[config.mk]
export PLATFORM = sky130hd
export DESIGN_NAME = bist_fail_logger
export DESIGN_NICKNAME = d
export VERILOG_FILES = /design/src/rtl/bist_fail_logger.sv
export SDC_FILE = /design/constraint.sdc
export NUM_CORES = 1
export LEC_CHECK = 0
export CAP_MARGIN = 20
export CORE_ASPECT_RATIO = 1.5
export CORE_MARGIN = 5
export CORE_UTILIZATION = 53
export CTS_CLUSTER_DIAMETER = 30
export DETAILED_ROUTE_END_ITERATION = 8
export PLACE_DENSITY = 0.72
export SLEW_MARGIN = 20
export SYNTH_ARGS = -nofsm -noshare
export SYNTH_HDL_FRONTEND = slang
export SYNTH_SLANG_ARGS = --single-unit
[constraint.sdc]
create_clock -name clk -period 3.4 [get_ports clk]
set_input_delay 0.68 -clock clk [delete_from_list [all_inputs] [get_ports clk]]
set_output_delay 0.68 -clock clk [all_outputs]
set_load 0.05 [all_outputs]
[src/rtl/bist_fail_logger.sv]
// Receive-side BIST fail logger: captures fail address/word into a FWFT FIFO,
// keeps a saturating fail count and a sticky overflow flag, drained by a host.
module bist_fail_logger #(
    parameter int ADDR_WIDTH = 8,
    parameter int WORD_WIDTH = 4,
    parameter int DEPTH      = 8,
    parameter int CNT_WIDTH  = 9
) (
    input  logic                  clk,
    input  logic                  rst,
    input  logic                  start,
    input  logic                  bist_done,
    input  logic                  fail,
    input  logic [ADDR_WIDTH-1:0] fail_addr,
    input  logic [WORD_WIDTH-1:0] fail_data,
    input  logic                  log_ready,
    output logic                  log_valid,
    output logic [ADDR_WIDTH-1:0] log_addr,
    output logic [WORD_WIDTH-1:0] log_data,
    output logic [CNT_WIDTH-1:0]  fail_count,
    output logic                  overflow,
    output logic                  busy,
    output logic                  done
);

    localparam int IDX_W = $clog2(DEPTH);
    localparam int PTR_W = IDX_W + 1;
    localparam int ENT_W = ADDR_WIDTH + WORD_WIDTH;

    typedef enum logic [1:0] {
        S_IDLE    = 2'd0,
        S_CAPTURE = 2'd1,
        S_DRAIN   = 2'd2
    } state_t;

    function automatic logic [CNT_WIDTH-1:0] sat_inc(input logic [CNT_WIDTH-1:0] v);
        return (&v) ? v : v + CNT_WIDTH'(1);
    endfunction

    state_t                r_state;
    state_t                w_state_nxt;
    logic [PTR_W-1:0]      r_wr_ptr;
    logic [PTR_W-1:0]      r_rd_ptr;
    logic [PTR_W-1:0]      w_wr_ptr_nxt;
    logic [PTR_W-1:0]      w_rd_ptr_nxt;
    logic [ENT_W-1:0]      r_mem [DEPTH];
    logic [ADDR_WIDTH-1:0] r_log_addr;
    logic [WORD_WIDTH-1:0] r_log_data;
    logic [ENT_W-1:0]      w_head_nxt;
    logic [ENT_W-1:0]      w_fail_entry;
    logic [CNT_WIDTH-1:0]  r_fail_count;
    logic                  r_overflow;
    logic                  r_done;
    logic                  w_empty;
    logic                  w_full;
    logic                  w_capture;
    logic                  w_push;
    logic                  w_pop;
    logic                  w_drop;
    logic                  w_drain_end;

    assign w_fail_entry = {fail_addr, fail_data};

    // Pointers carry one extra MSB so that full and empty are distinguishable.
    assign w_empty = (r_wr_ptr == r_rd_ptr);
    assign w_full  = (r_wr_ptr[PTR_W-1] != r_rd_ptr[PTR_W-1]) &&
                     (r_wr_ptr[PTR_W-2:0] == r_rd_ptr[PTR_W-2:0]);

    // start wins over everything; a fail coincident with start is discarded.
    assign w_capture = fail && (r_state == S_CAPTURE) && !start;
    assign w_pop     = !w_empty && log_ready && !start;
    assign w_push    = w_capture && (!w_full || w_pop);
    assign w_drop    = w_capture && w_full && !w_pop;

    assign w_wr_ptr_nxt = start ? '0 : (w_push ? r_wr_ptr + PTR_W'(1) : r_wr_ptr);
    assign w_rd_ptr_nxt = start ? '0 : (w_pop  ? r_rd_ptr + PTR_W'(1) : r_rd_ptr);

    assign w_drain_end = (r_state == S_DRAIN) && w_empty && !start;

    always_comb begin
        w_state_nxt = r_state;
        if (start) begin
            w_state_nxt = S_CAPTURE;
        end else begin
            case (r_state)
                S_IDLE:    w_state_nxt = S_IDLE;
                S_CAPTURE: if (bist_done) w_state_nxt = S_DRAIN;
                S_DRAIN:   if (w_empty) w_state_nxt = S_IDLE;
                default:   w_state_nxt = S_IDLE;
            endcase
        end
    end

    always_ff @(posedge clk) begin
        if (rst) begin
            r_state <= S_IDLE;
        end else begin
            r_state <= w_state_nxt;
        end
    end

    always_ff @(posedge clk) begin
        if (rst) begin
            r_wr_ptr <= '0;
            r_rd_ptr <= '0;
        end else begin
            r_wr_ptr <= w_wr_ptr_nxt;
            r_rd_ptr <= w_rd_ptr_nxt;
        end
    end

    // Storage array is data only; validity is carried entirely by the pointers.
    always_ff @(posedge clk) begin
        if (w_push) begin
            r_mem[r_wr_ptr[IDX_W-1:0]] <= w_fail_entry;
        end
    end

    // Registered head for first-word-fall-through. When the next head slot is
    // the one being written this cycle, forward the incoming entry directly.
    always_comb begin
        w_head_nxt = {r_log_addr, r_log_data};
        if (w_wr_ptr_nxt != w_rd_ptr_nxt) begin
            if (w_rd_ptr_nxt == r_wr_ptr) begin
                w_head_nxt = w_fail_entry;
            end else begin
                w_head_nxt = r_mem[w_rd_ptr_nxt[IDX_W-1:0]];
            end
        end
    end

    always_ff @(posedge clk) begin
        if (rst) begin
            r_log_addr <= '0;
            r_log_data <= '0;
        end else begin
            r_log_addr <= w_head_nxt[ENT_W-1:WORD_WIDTH];
            r_log_data <= w_head_nxt[WORD_WIDTH-1:0];
        end
    end

    always_ff @(posedge clk) begin
        if (rst) begin
            r_fail_count <= '0;
            r_overflow   <= 1'b0;
            r_done       <= 1'b0;
        end else if (start) begin
            r_fail_count <= '0;
            r_overflow   <= 1'b0;
            r_done       <= 1'b0;
        end else begin
            if (w_capture) begin
                r_fail_count <= sat_inc(r_fail_count);
            end
            if (w_drop) begin
                r_overflow <= 1'b1;
            end
            if (w_drain_end) begin
                r_done <= 1'b1;
            end
        end
    end

    assign log_valid  = !w_empty;
    assign log_addr   = r_log_addr;
    assign log_data   = r_log_data;
    assign fail_count = r_fail_count;
    assign overflow   = r_overflow;
    assign busy       = (r_state != S_IDLE);
    assign done       = r_done;

endmodule

==> flow_summary.yaml <==
status:
  status: "finished, final reports clean"
finish:
  layout.cells.non_filler: 624
  synthToLayoutAreaGrowth_pct: 22.5
  drive_above_1_share: 0.238
  layout.nets: 490
  diodes: 0
  fin_util: 0.666
  stdcell_area_um2: 7090
sta:
  max_freq_ghz: 0.311
  setup_tns_ns: 0
  worst_slack_ns: 0.188
  hold_viol: 0
  rsz0062_at_grt: "no"
  tightest_slew_ns: 0.976
  whs_ns: 0.480
  drv_slew: 0
  setup_viol: 0
  post-route-min-period_ns: 3.21
  skew_ns: 0.00549
  max-slew-margin-rel: 0.347
  period_share: 0.945
cts:
  cts_buffer_depth: 2
  cts.clk_slew.worst_paths_ns: 0.06
  clock_sinks: 129
  clk-insertion-delay-late_ns: 0.41
  cts_tree: "done"
  cts_made_buffers: 17
  clockRootBuffer: "clkbuf_16"
  cts_hold_buf: 0
  cts_resized: 0
  htree_levels: 4
  post_cts_buffers: 0
worst_setup_path:
  cp_slowest_stage_delay_ns: 0.83
  crit_chain: "xnor2_4, and3_4, nand2_1, clkdlybuf4s50_1"
  worst-path-max-fanout: 12
  critPathRequiredTime_ns: 2.72
  worstPathArrival_ns: 2.53
  reg2reg_from: "r_wr_ptr[1]"
  critPathSlowestCell: "clkdlybuf4s50_1"
  start_kind: "flop"
  cpLargestDelayFamily: "buffers and inverters"
  critPathKind: "reg2out"
  crit_path_end_kind: "output pin"
  crit_path_start: "r_wr_ptr[1]"
  worst-path-buf-inv: 1
die:
  coreArea_um2: 10600
  rows: 46
  io_pins: 43
  fp.dieW_um: 95.3
  die_h_um: 138
  start_util: 0.543
  dieArea_um2: 13100
yosys:
  avgSynthCellArea_um2: 14.3
  yosysTopAreaCellShare: 0.498
  synth.largest_area_cell: "edfxtp_1"
  syn_nets: 427
  ys_seq_area_frac: 0.613
  synth_most_common_cell: "edfxtp_1"
  synth-edff-count: 96
  synthDistinctLibCells: 61
  syn_inst: 405
  synth-seq-cells: 129
  synth.area.top_cells: "edfxtp_1, dfxtp_1, mux2i_1"
  synth_flop_cell: "edfxtp_1"
  synthTopCellsByCount: "edfxtp_1, dfxtp_1, mux2i_1"
  yosysWarnings: 0
  ys_async_sr_fraction: 0
  synth_area_um2: 5780
routing:
  drt_iter0_markers: 274
  drtAntennaViolNets: 0
  dr.pass1.iters: 5
  routed_via_density: 5.94
  drt-total-wl_um: 13200
  vias: 3708
  drcViolationCount: 0
  wl_per_cell_um: 21.1
global_routing:
  antenna_found_initial: 0
  overflow: 0
  grtUsageTotal: 0.218
  grt_max_degree: 39
  grt_pass1_vias: 3855
  grt_pass1_wl_um: 21100
place:
  post-place-ws_ns: -0.0738
  gp_congestion: 0.847
  dp_hpwl_um: 8610
  dp.cells: 593
  placed_area_um2: 6520
  io_buffer_count: 42
worst_hold_path:
  min-delay-start: "done"
  hold_path_class: "reg2reg"
power:
  peakVddDrop_uv: 410
  finalPower_mw: 3.58
  power_density_nw_per_um2: 505
  power_leakage_nw: 2.49
flow_run:
  max_cap_violations: 0
-- cell families after synthesis --
family,Yosys count,synth area share
buffers and inverters,30,0.0279
flip-flops,129,0.613
multiplexers,56,0.106
AO/OA/AOI/OAI,73,0.117
XOR/XNOR,21,0.0426
adder cells (fa/ha/maj),4,0.00865
AND/OR/NAND/NOR,92,0.0852
-- where the power goes --
| part | switching (mW) | internal [mW] | total [mW] | leakage (nW) |
|---|---|---|---|---|
| Sequential | 0.00603 | 1.70 | 1.71 | 1.13 |
| Clock | 0.638 | 1.09 | 1.72 | 0.263 |
| Combinational | 0.0925 | 0.0590 | 0.152 | 1.10 |
-- area by class of cell --
| cell class | instances | area, µm² |
|---|---|---|
| clock buffer | 20 | 447 |
| clock inverter | 11 | 116 |
| fill | 765 | 3560 |
| inverter | 5 | 18.8 |
| multi-input combinational | 246 | 2130 |
| sequential | 129 | 3540 |
| tap | 144 | 180 |
| timing repair buffer | 69 | 648 |
-- path summary, 6_finish.rpt --
check	endpoint	slack, ns	cells past startpoint
max	log_valid	0.19	4
min	done	0.48	2
min reg2reg	done	0.48	2
max reg2reg	log_data[3]	0.45	8
-- cells in the final DEF, fill, tap and decap left out, types with 4 or more instances in the layout --
cell type         n
clkinvlp_4        4
inv_1             5
ha_1              4
mux2_2           23
buf_4            25
o221ai_1         12
dfxtp_1          33
xnor2_2           4
nor2_1           28
nand2_1          12
o2111ai_1        12
clkbuf_16        17
nor2b_1           7
nand4_1           5
nand3_1          15
o21ai_0           5
a22oi_1          12
o221ai_2         10
edfxtp_1         96
mux2i_1          29
a21oi_1           6
xor2_1           11
clkdlybuf4s50_1  42
-- registers in the layout, summed over array words and instances (netlist names) --
| signal | flops |
|---|---|
| fail_count | 9 |
| r_wr_ptr | 4 |
| overflow | 1 |
| r_rd_ptr | 4 |
| done | 1 |
| r_state | 2 |
| r_mem | 96 |
| log_data | 4 |
| log_addr | 8 |
-- layer usage --
layer	vias up	track usage	share of wire
met5	-	0	0
met4	0	0.0963	0.032
met3	35	0.0603	0.055
met2	138	0.370	0.52
met1	1825	0.257	0.39
li1	1710	-	-
-- worst register-to-register path: cells and delay by family (launching register included) --
kind,cells,cell delay [ns]
flops,1,0.72
xor+xnor,1,0.21
mux,1,0.38
compound gates,3,0.64
buf+inv,1,0.20
simple gates,2,0.66
(Power assumes the default switching activity.)
